## config.mk

```make
export PLATFORM = sky130hd
export DESIGN_NAME = usb_rx_sampler_flat
export DESIGN_NICKNAME = d
export VERILOG_FILES = /design/src/rtl/usb_rx_sampler_if.sv /design/src/rtl/usb_rx_sampler.sv /design/src/flat_wrapper.sv
export SDC_FILE = /design/constraint.sdc
export NUM_CORES = 1
export LEC_CHECK = 0
export ABC_CLOCK_PERIOD_IN_PS = 2100
export CAP_MARGIN = 20
export CORE_MARGIN = 2
export CORE_UTILIZATION = 49
export CTS_BUF_LIST = sky130_fd_sc_hd__clkbuf_8
export DETAILED_ROUTE_END_ITERATION = 16
export PLACE_DENSITY = 0.79
export SLEW_MARGIN = 0
export SYNTH_ARGS = -nofsm -noshare
export SYNTH_HDL_FRONTEND = slang
export SYNTH_SLANG_ARGS = --single-unit
```

## constraint.sdc

```tcl
create_clock -name clk -period 2.1 [get_ports clk]
set_input_delay 0.315 -clock clk [delete_from_list [all_inputs] [get_ports clk]]
set_output_delay 0.315 -clock clk [all_outputs]
set_load 0.1 [all_outputs]
```

## src/rtl/usb_rx_sampler_if.sv

```systemverilog
// Pad-side and decoded-bit signals of the USB full-speed receive sampler.
// The master drives enable and raw pads; the slave (sampler) returns decoded bits and line flags.
interface usb_rx_sampler_if;
    logic en;
    logic dp;
    logic dm;
    logic bit_valid;
    logic bit_data;
    logic se0;
    logic stuff_err;
    logic eop;

    modport master (
        output en, dp, dm,
        input  bit_valid, bit_data, se0, stuff_err, eop
    );

    modport slave (
        input  en, dp, dm,
        output bit_valid, bit_data, se0, stuff_err, eop
    );
endinterface

```

## src/rtl/usb_rx_sampler.sv

```systemverilog
// USB FS receive front-end: majority filters on D+/D-, DPLL bit recovery, NRZI decode, bit-unstuffing.
// Define USB_RX_SAMPLER_EOP_EN to build the SE0-count end-of-packet detector (eop is 0 otherwise).
module usb_rx_sampler #(
    parameter int SAMPLES      = 3,
    parameter int OSR          = 4,
    parameter int SAMPLE_PHASE = 2
) (
    input  logic clk,
    input  logic rst,
    usb_rx_sampler_if.slave bus
);
    localparam int PW = $clog2(OSR);
    localparam logic [1:0] LINE_SE0 = 2'b00;
    localparam logic [1:0] LINE_K   = 2'b01;
    localparam logic [1:0] LINE_J   = 2'b10;

    logic [SAMPLES-1:0] dp_sr;
    logic [SAMPLES-1:0] dm_sr;
    logic [1:0]         line;
    logic [1:0]         line_q;
    logic [1:0]         prev;
    logic [PW-1:0]      phase;
    logic [2:0]         ones;
    logic               fdp;
    logic               fdm;
    logic               trans;
    logic               strobe;
    logic               d;
    logic               bit_valid_r;
    logic               bit_data_r;
    logic               se0_r;
    logic               stuff_err_r;

    function automatic logic majority(input logic [SAMPLES-1:0] v);
        int n;
        n = 0;
        for (int i = 0; i < SAMPLES; i++) n = n + 32'(v[i]);
        return n > SAMPLES / 2;
    endfunction

    assign fdp = majority(dp_sr);
    assign fdm = majority(dm_sr);

    // SE1 carries no information, so it repeats the last registered line state
    assign line   = (fdp && fdm) ? line_q : {fdp, fdm};
    assign trans  = ((line == LINE_J) && (line_q == LINE_K)) ||
                    ((line == LINE_K) && (line_q == LINE_J));
    assign strobe = bus.en && (phase == PW'(SAMPLE_PHASE)) && !trans;
    assign d      = (line == prev);

`ifdef USB_RX_SAMPLER_EOP_EN
    logic [1:0] se0_cnt;
    logic       eop_r;
`endif

    always_ff @(posedge clk or posedge rst) begin
        if (rst) begin
            dp_sr       <= '1;
            dm_sr       <= '0;
            line_q      <= LINE_J;
            prev        <= LINE_J;
            phase       <= '0;
            ones        <= '0;
            bit_valid_r <= 1'b0;
            bit_data_r  <= 1'b0;
            se0_r       <= 1'b0;
            stuff_err_r <= 1'b0;
`ifdef USB_RX_SAMPLER_EOP_EN
            se0_cnt     <= '0;
            eop_r       <= 1'b0;
`endif
        end else begin
            dp_sr       <= {dp_sr[SAMPLES-2:0], bus.dp};
            dm_sr       <= {dm_sr[SAMPLES-2:0], bus.dm};
            line_q      <= line;
            bit_valid_r <= 1'b0;
            stuff_err_r <= 1'b0;
`ifdef USB_RX_SAMPLER_EOP_EN
            eop_r       <= 1'b0;
`endif
            if (!bus.en) begin
                phase <= '0;
                prev  <= LINE_J;
                ones  <= '0;
                se0_r <= 1'b0;
`ifdef USB_RX_SAMPLER_EOP_EN
                se0_cnt <= '0;
`endif
            end else begin
                if (trans)
                    phase <= PW'(1);
                else if (phase == PW'(OSR - 1))
                    phase <= '0;
                else
                    phase <= phase + PW'(1);

                if (strobe) begin
                    if (line == LINE_SE0) begin
                        se0_r <= 1'b1;
                        prev  <= LINE_J;
                        ones  <= '0;
`ifdef USB_RX_SAMPLER_EOP_EN
                        if (se0_cnt != 2'd3) se0_cnt <= se0_cnt + 2'd1;
`endif
                    end else begin
                        se0_r <= 1'b0;
                        prev  <= line;
`ifdef USB_RX_SAMPLER_EOP_EN
                        se0_cnt <= '0;
                        if ((line == LINE_J) && (se0_cnt != 2'd0)) begin
                            eop_r <= 1'b1;
                            ones  <= '0;
                        end else
`endif
                        if (ones == 3'd6) begin
                            // a 0 after six 1s is a stuffed bit; a seventh 1 is a violation
                            stuff_err_r <= d;
                            ones        <= '0;
                        end else begin
                            bit_valid_r <= 1'b1;
                            bit_data_r  <= d;
                            ones        <= d ? ones + 3'd1 : 3'd0;
                        end
                    end
                end
            end
        end
    end

    assign bus.bit_valid = bit_valid_r;
    assign bus.bit_data  = bit_data_r;
    assign bus.se0       = se0_r;
    assign bus.stuff_err = stuff_err_r;
`ifdef USB_RX_SAMPLER_EOP_EN
    assign bus.eop       = eop_r;
`else
    assign bus.eop       = 1'b0;
`endif
endmodule

```

## src/flat_wrapper.sv

```systemverilog
// flat-port wrapper written by rule: the top's interface ports become plain ports
module usb_rx_sampler_flat 
#(
    parameter int SAMPLES      = 3,
    parameter int OSR          = 4,
    parameter int SAMPLE_PHASE = 2
)
  (clk, rst, bus_en, bus_dp, bus_dm, bus_bit_valid, bus_bit_data, bus_se0, bus_stuff_err, bus_eop);
  usb_rx_sampler_if bus_i ();
  input  logic clk;
  input  logic rst;
  input wire logic [$bits(bus_i.en)-1:0] bus_en;
  input wire logic [$bits(bus_i.dp)-1:0] bus_dp;
  input wire logic [$bits(bus_i.dm)-1:0] bus_dm;
  output wire logic [$bits(bus_i.bit_valid)-1:0] bus_bit_valid;
  output wire logic [$bits(bus_i.bit_data)-1:0] bus_bit_data;
  output wire logic [$bits(bus_i.se0)-1:0] bus_se0;
  output wire logic [$bits(bus_i.stuff_err)-1:0] bus_stuff_err;
  output wire logic [$bits(bus_i.eop)-1:0] bus_eop;
  assign bus_i.en = bus_en;
  assign bus_i.dp = bus_dp;
  assign bus_i.dm = bus_dm;
  assign bus_bit_valid = bus_i.bit_valid;
  assign bus_bit_data = bus_i.bit_data;
  assign bus_se0 = bus_i.se0;
  assign bus_stuff_err = bus_i.stuff_err;
  assign bus_eop = bus_i.eop;
  usb_rx_sampler #(.SAMPLES(SAMPLES), .OSR(OSR), .SAMPLE_PHASE(SAMPLE_PHASE)) u_core (.clk(clk), .rst(rst), .bus(bus_i));
endmodule
```

Yosys cells after proc, flatten, opt, wreduce, memory -nomap -nowiden
Index checks and enable logic that the tools add are counted.
{ "word_totals": {"output_inout_bits": 5, "memories": 0, "latchBits": 0, "regBits": 19, "wordCells": 61, "mem_bits_ro": 0, "ram_bits": 0} }
{ "op_classes": {"magnitude_cmp": 2, "shift": 0, "eq_ne": 9, "add_sub_neg": 6, "bitwise_logic": 2, "n_mul": 0, "n_div": 0, "muxes": 23, "n_reduce_logical": 9} }
{ "op_table": {"columns": ["cell", "count"], "rows": [
  ["32-bit by 1-bit adder with 32-bit output", 2],
  ["32-bit by 2-bit > comparator with 1-bit output (second input constant)", 2],
  ["3-bit two-way mux", 5],
  ["2-bit two-way mux", 7],
  ["1-bit two-way mux", 11],
  ["2-bit == test (second input constant)", 4],
  ["1-bit logical AND", 5],
  ["1-bit by 1-bit adder with 2-bit output", 2],
  ["2-bit by 1-bit == test with 1-bit output (second input constant)", 2],
  ["4-bit AND reduction", 1],
  ["3-bit by 1-bit adder with 3-bit output (second input constant)", 1],
  ["3-bit == test (second input constant)", 1],
  ["2-bit by 1-bit adder with 2-bit output (second input constant)", 1],
  ["2-bit == test", 1],
  ["2-bit zero test", 1],
  ["2-bit by 1-bit inequality test with 1-bit output (second input constant)", 1],
  ["1-bit inverter", 2],
  ["1-bit zero test", 1],
  ["1-bit logical OR", 1]
]} }

Longest topological paths before layout
{ "depth": {"word_depth": 12, "mapped_depth": 6, "depth_no_buf": 6} }

Least setup slack after synthesis
OpenSTA, ideal clock, no wires.
{ "synth_path": {"path_kind": "reg-to-reg", "start": "register u_core.dp_sr[0]", "end": "register u_core.ones[0]", "arrival_ns": 1.735, "synth_period_minus_slack_ns": 1.831, "required_time_ns": 2.004, "stages_incl_launch_ff": 7, "path_slack_ns": 0.269, "cell_sequence": "dfstp_2 -> ha_1 -> a21oi_2 -> o211ai_1 -> o211ai_4 -> nand2_4 -> o32ai_2"} }
{ "synth_between": {"elab_chain_len": 11} }
{ "synth_lines": {"columns": ["element", "line_no", "source"], "rows": [
  ["from (decl)", "usb_rx_sampler.sv:17", "logic [SAMPLES-1:0] dp_sr;"],
  ["from (signal assigned)", "usb_rx_sampler.sv:73", "dp_sr <= {dp_sr[SAMPLES-2:0], bus.dp};"],
  ["1-bit by 1-bit adder with 2-bit output *", "usb_rx_sampler.sv:37", "for (int i = 0; i < SAMPLES; i++) n = n + 32'(v[i]);"],
  ["32-bit by 1-bit adder with 32-bit output *", "usb_rx_sampler.sv:37", null],
  ["32-bit by 2-bit > comparator with 1-bit output *", "usb_rx_sampler.sv:38", "return n > SAMPLES / 2;"],
  ["1-bit logical AND", "usb_rx_sampler.sv:45", "assign line = (fdp && fdm) ? line_q : {fdp, fdm};"],
  ["2-bit two-way mux *", "usb_rx_sampler.sv:45", null],
  ["2-bit == test, or another cell as far along", "usb_rx_sampler.sv:49", "assign d = (line == prev);"],
  ["3-bit two-way mux, or another cell as far along", "usb_rx_sampler.sv:122", "ones <= d ? ones + 3'd1 : 3'd0;"],
  ["3-bit two-way mux or 1-bit logical OR (tied branches)", "usb_rx_sampler.sv:115, usb_rx_sampler.sv:46", null],
  ["3-bit two-way mux or 1-bit zero test (tied branches)", "usb_rx_sampler.sv:98, usb_rx_sampler.sv:48", null],
  ["3-bit two-way mux or 1-bit logical AND (tied branches)", "usb_rx_sampler.sv:97, usb_rx_sampler.sv:48", null],
  ["3-bit two-way mux or 2-bit by 1-bit inequality test with 1-bit output (tied branches)", null, null],
  ["to (signal assigned)", "usb_rx_sampler.sv:122", null],
  ["to (decl)", "usb_rx_sampler.sv:23", "logic [2:0] ones;"]
]} }
Every way passes the cells marked *; elsewhere a longest branch is shown, timed or not. The select of a mux whose other input is x is not followed.
A chain may end at the register's enable or synchronous reset.

Worst setup path in the final report
Ends and elaborated chain as after synthesis.

==> metrics.txt <==
Clock Latency Late Sink 0.25 ns; drt pass-1 iters 4; number of distinct library cells after synthesis 31; NumNets Final roughly 110; Die Span Y ~48 microns; I/O Pins 10; register area 482 sq um; most frequent cell after synthesis dfrtp_1; # hold bufs at CTS 0; dpl hpwl approximately 1.2 mm; critical path data arrival time around 2.1 ns; Max FO, Critical Path 9; Slew @ Worst Pin roughly 0.69 ns; power per cell area approximately 850 nW/um^2; gr ovfl total 0; sequential fraction of the synthesis area 51.2%; placed cell area about 1000 sq um; Layout Utilization roughly 62%; CP endpoint u_core.ones[0]; top_reg_cell synth dfrtp_1; final clock skew ~0.0016 ns; reg2reg end u_core.ones[0]; area of the multi-input gates ~440 sq um; r2r setup slk about 0.17 ns; DRT antenna net count 0; WL/cell ~13 microns; Chip Width about 48 microns; worst hold path type register to register; Fmax ~0.52 GHz; TritonCTS clock tree built; area leader, netlist dfrtp_1; Layout Cells excl Fill approximately 130; number of synthesized register bits 19; die area ~2300 sq um; Critical R2R Launch u_core.dp_sr[0]; clk sink count 19; syn avg cell area approximately 11 sq um; synth cell count leaders dfrtp_1, nor2_1, nand2_1; Post-synth EDFFs 0; fill cell count 155; Clock Tree Buf Depth 2; layout cells sized above 1 between 20% and 30%; CP Launch Type register; largest net degree at the start of global routing 20; Critical path origin u_core.dp_sr[0]; RSZ-0062 raised after global routing no; DRC 0; Max-cap violations 0; final setup vio count 0; Worst-path clk slew 0.07 ns; vias post-DR around 700; cell area after layout between 1000 and 1500 sq um; peak supply drop about 480 uV; cts bufs inserted 3; R2R cell count 6; P_leak 0.493 nW; # port buffers 8; initial antenna violation count 0; Yosys warnings 0; status finished, final reports clean; first-pass GRT wire length roughly 2.8 mm; Worst setup EP type register; Starting Density 53.3%; vias in the first global route about 640; Post-Route WL 1.69 mm; H-tree level count 1; Core Rows 15; share of the synthesized area in the top cell type between 30% and 40%; Core Region approximately 1800 sq um; Synth async-reset ratio 100%; WS Path Type register to register; Post-Syn Instances 89; Root Buffer clkbuf_8; Detailed Route Iter0 Violations 22; Slew Viols, Final 0; Period minus WS final 1.93 ns; Final Hold Vio Count 0; gr usage total 18.2%; vias per cell 5.57; Slew HR between 50% and 60%; Synth-to-Final Area Change 16.4%; CP required around 2.3 ns; top post-synthesis cells by area dfrtp_1, dfstp_2, ha_1, nor2_1, nand2_1; Sum Neg Setup Slack 0 ns; Inserted Diodes 0; period utilization roughly nine tenths; placed cells between 100 and 150; syn_nets 100; synthesized area 941 sq um; GP Congestion between 0.7 and 0.8
-- worst max-delay path, stage by stage, from the launching register on --
cell	delay, ns
dfstp_2	0.53
ha_1	0.27
a21oi_4	0.25
o211ai_1	0.19
o211ai_4	0.27
nand2_4	0.09
o32ai_2	0.24
-- flip-flops by register name, indices dropped and copies added (netlist names) --
| name | flops |
|---|---|
| u_core.prev | 2 |
| u_core.phase | 2 |
| u_core.bus.stuff_err | 1 |
| u_core.dm_sr | 3 |
| u_core.line_q | 2 |
| u_core.bus.se0 | 1 |
| u_core.bus.bit_valid | 1 |
| u_core.dp_sr | 3 |
| u_core.bus.bit_data | 1 |
| u_core.ones | 3 |
-- layout by cell type (no fill, tap or decap), types with 3 or more instances in the layout --
cell             instances
a21oi_1                  4
nand2_1                  9
nor2_1                  12
nand3_1                  3
dfrtp_1                 14
buf_4                    4
inv_1                    8
dfstp_2                  5
clkdlybuf4s50_1          4
ha_1                     6
clkbuf_8                 3
-- routing by layer --
layer,vias to the layer above,track usage [%],share of wire (%)
met5,-,0,0
met4,0,11.4,2.4
met3,5,3.40,2.8
met2,13,26.9,47
met1,341,24.4,48
li1,337,-,-
-- power breakdown --
part           internal [mW]  switching, mW  total, mW
clock                  0.130          0.115      0.245
sequential             0.402         0.0253      0.428
combinational         0.0724          0.184      0.257
total                  0.605          0.325      0.929
-- how the worst min path moves through the flow --
stage	startpoint	to	cells after the start
finish	u_core.dp_sr[0]	u_core.dp_sr[1]	0
global route	u_core.dp_sr[0]	u_core.dp_sr[1]	0
CTS	u_core.dp_sr[0]	u_core.dp_sr[1]	0
detailed placement	u_core.dp_sr[1]	u_core.dp_sr[2]	0
global placement	u_core.dp_sr[1]	u_core.dp_sr[2]	0
floorplan	rst	u_core.bus.bit_data	1
-- per-stage QoR --
step                      worst slack [ns]  hold WS [ns]  total power, mW
after floorplan                      0.269         0.262            0.630
after global placement               0.150         0.358            0.679
after detailed placement            0.0894         0.360            0.684
after CTS                           0.0726         0.370            0.933
after global routing                0.0912         0.376            0.977
final                                0.174         0.370            0.929
-- what timing repair did --
action | in CTS | in global routing
setup buffers | 0 | 0
setup endpoints to repair | 0 | 5
gates resized for setup | 0 | 2
-- logic make-up after synthesis --
| group | Yosys count | share of synthesized area, % |
|---|---|---|
| compound gates | 23 | 19.8 |
| simple gates | 32 | 17.0 |
| flops | 19 | 51.2 |
| fa+ha+maj | 6 | 7.98 |
| buf+inv | 8 | 3.59 |
| other cells | 1 | 0.399 |
-- layout make-up --
class / count / area share, %
Sequential cell: 19 / 44.0
Multi-Input combinational cell: 62 / 40.2
Inverter: 7 / 2.40
Clock inverter: 1 / 0.343
Timing Repair Buffer: 8 / 6.40
Clock buffer: 3 / 3.77
Tap cell: 25 / 2.86
Power figures use the tool's default switching activity.
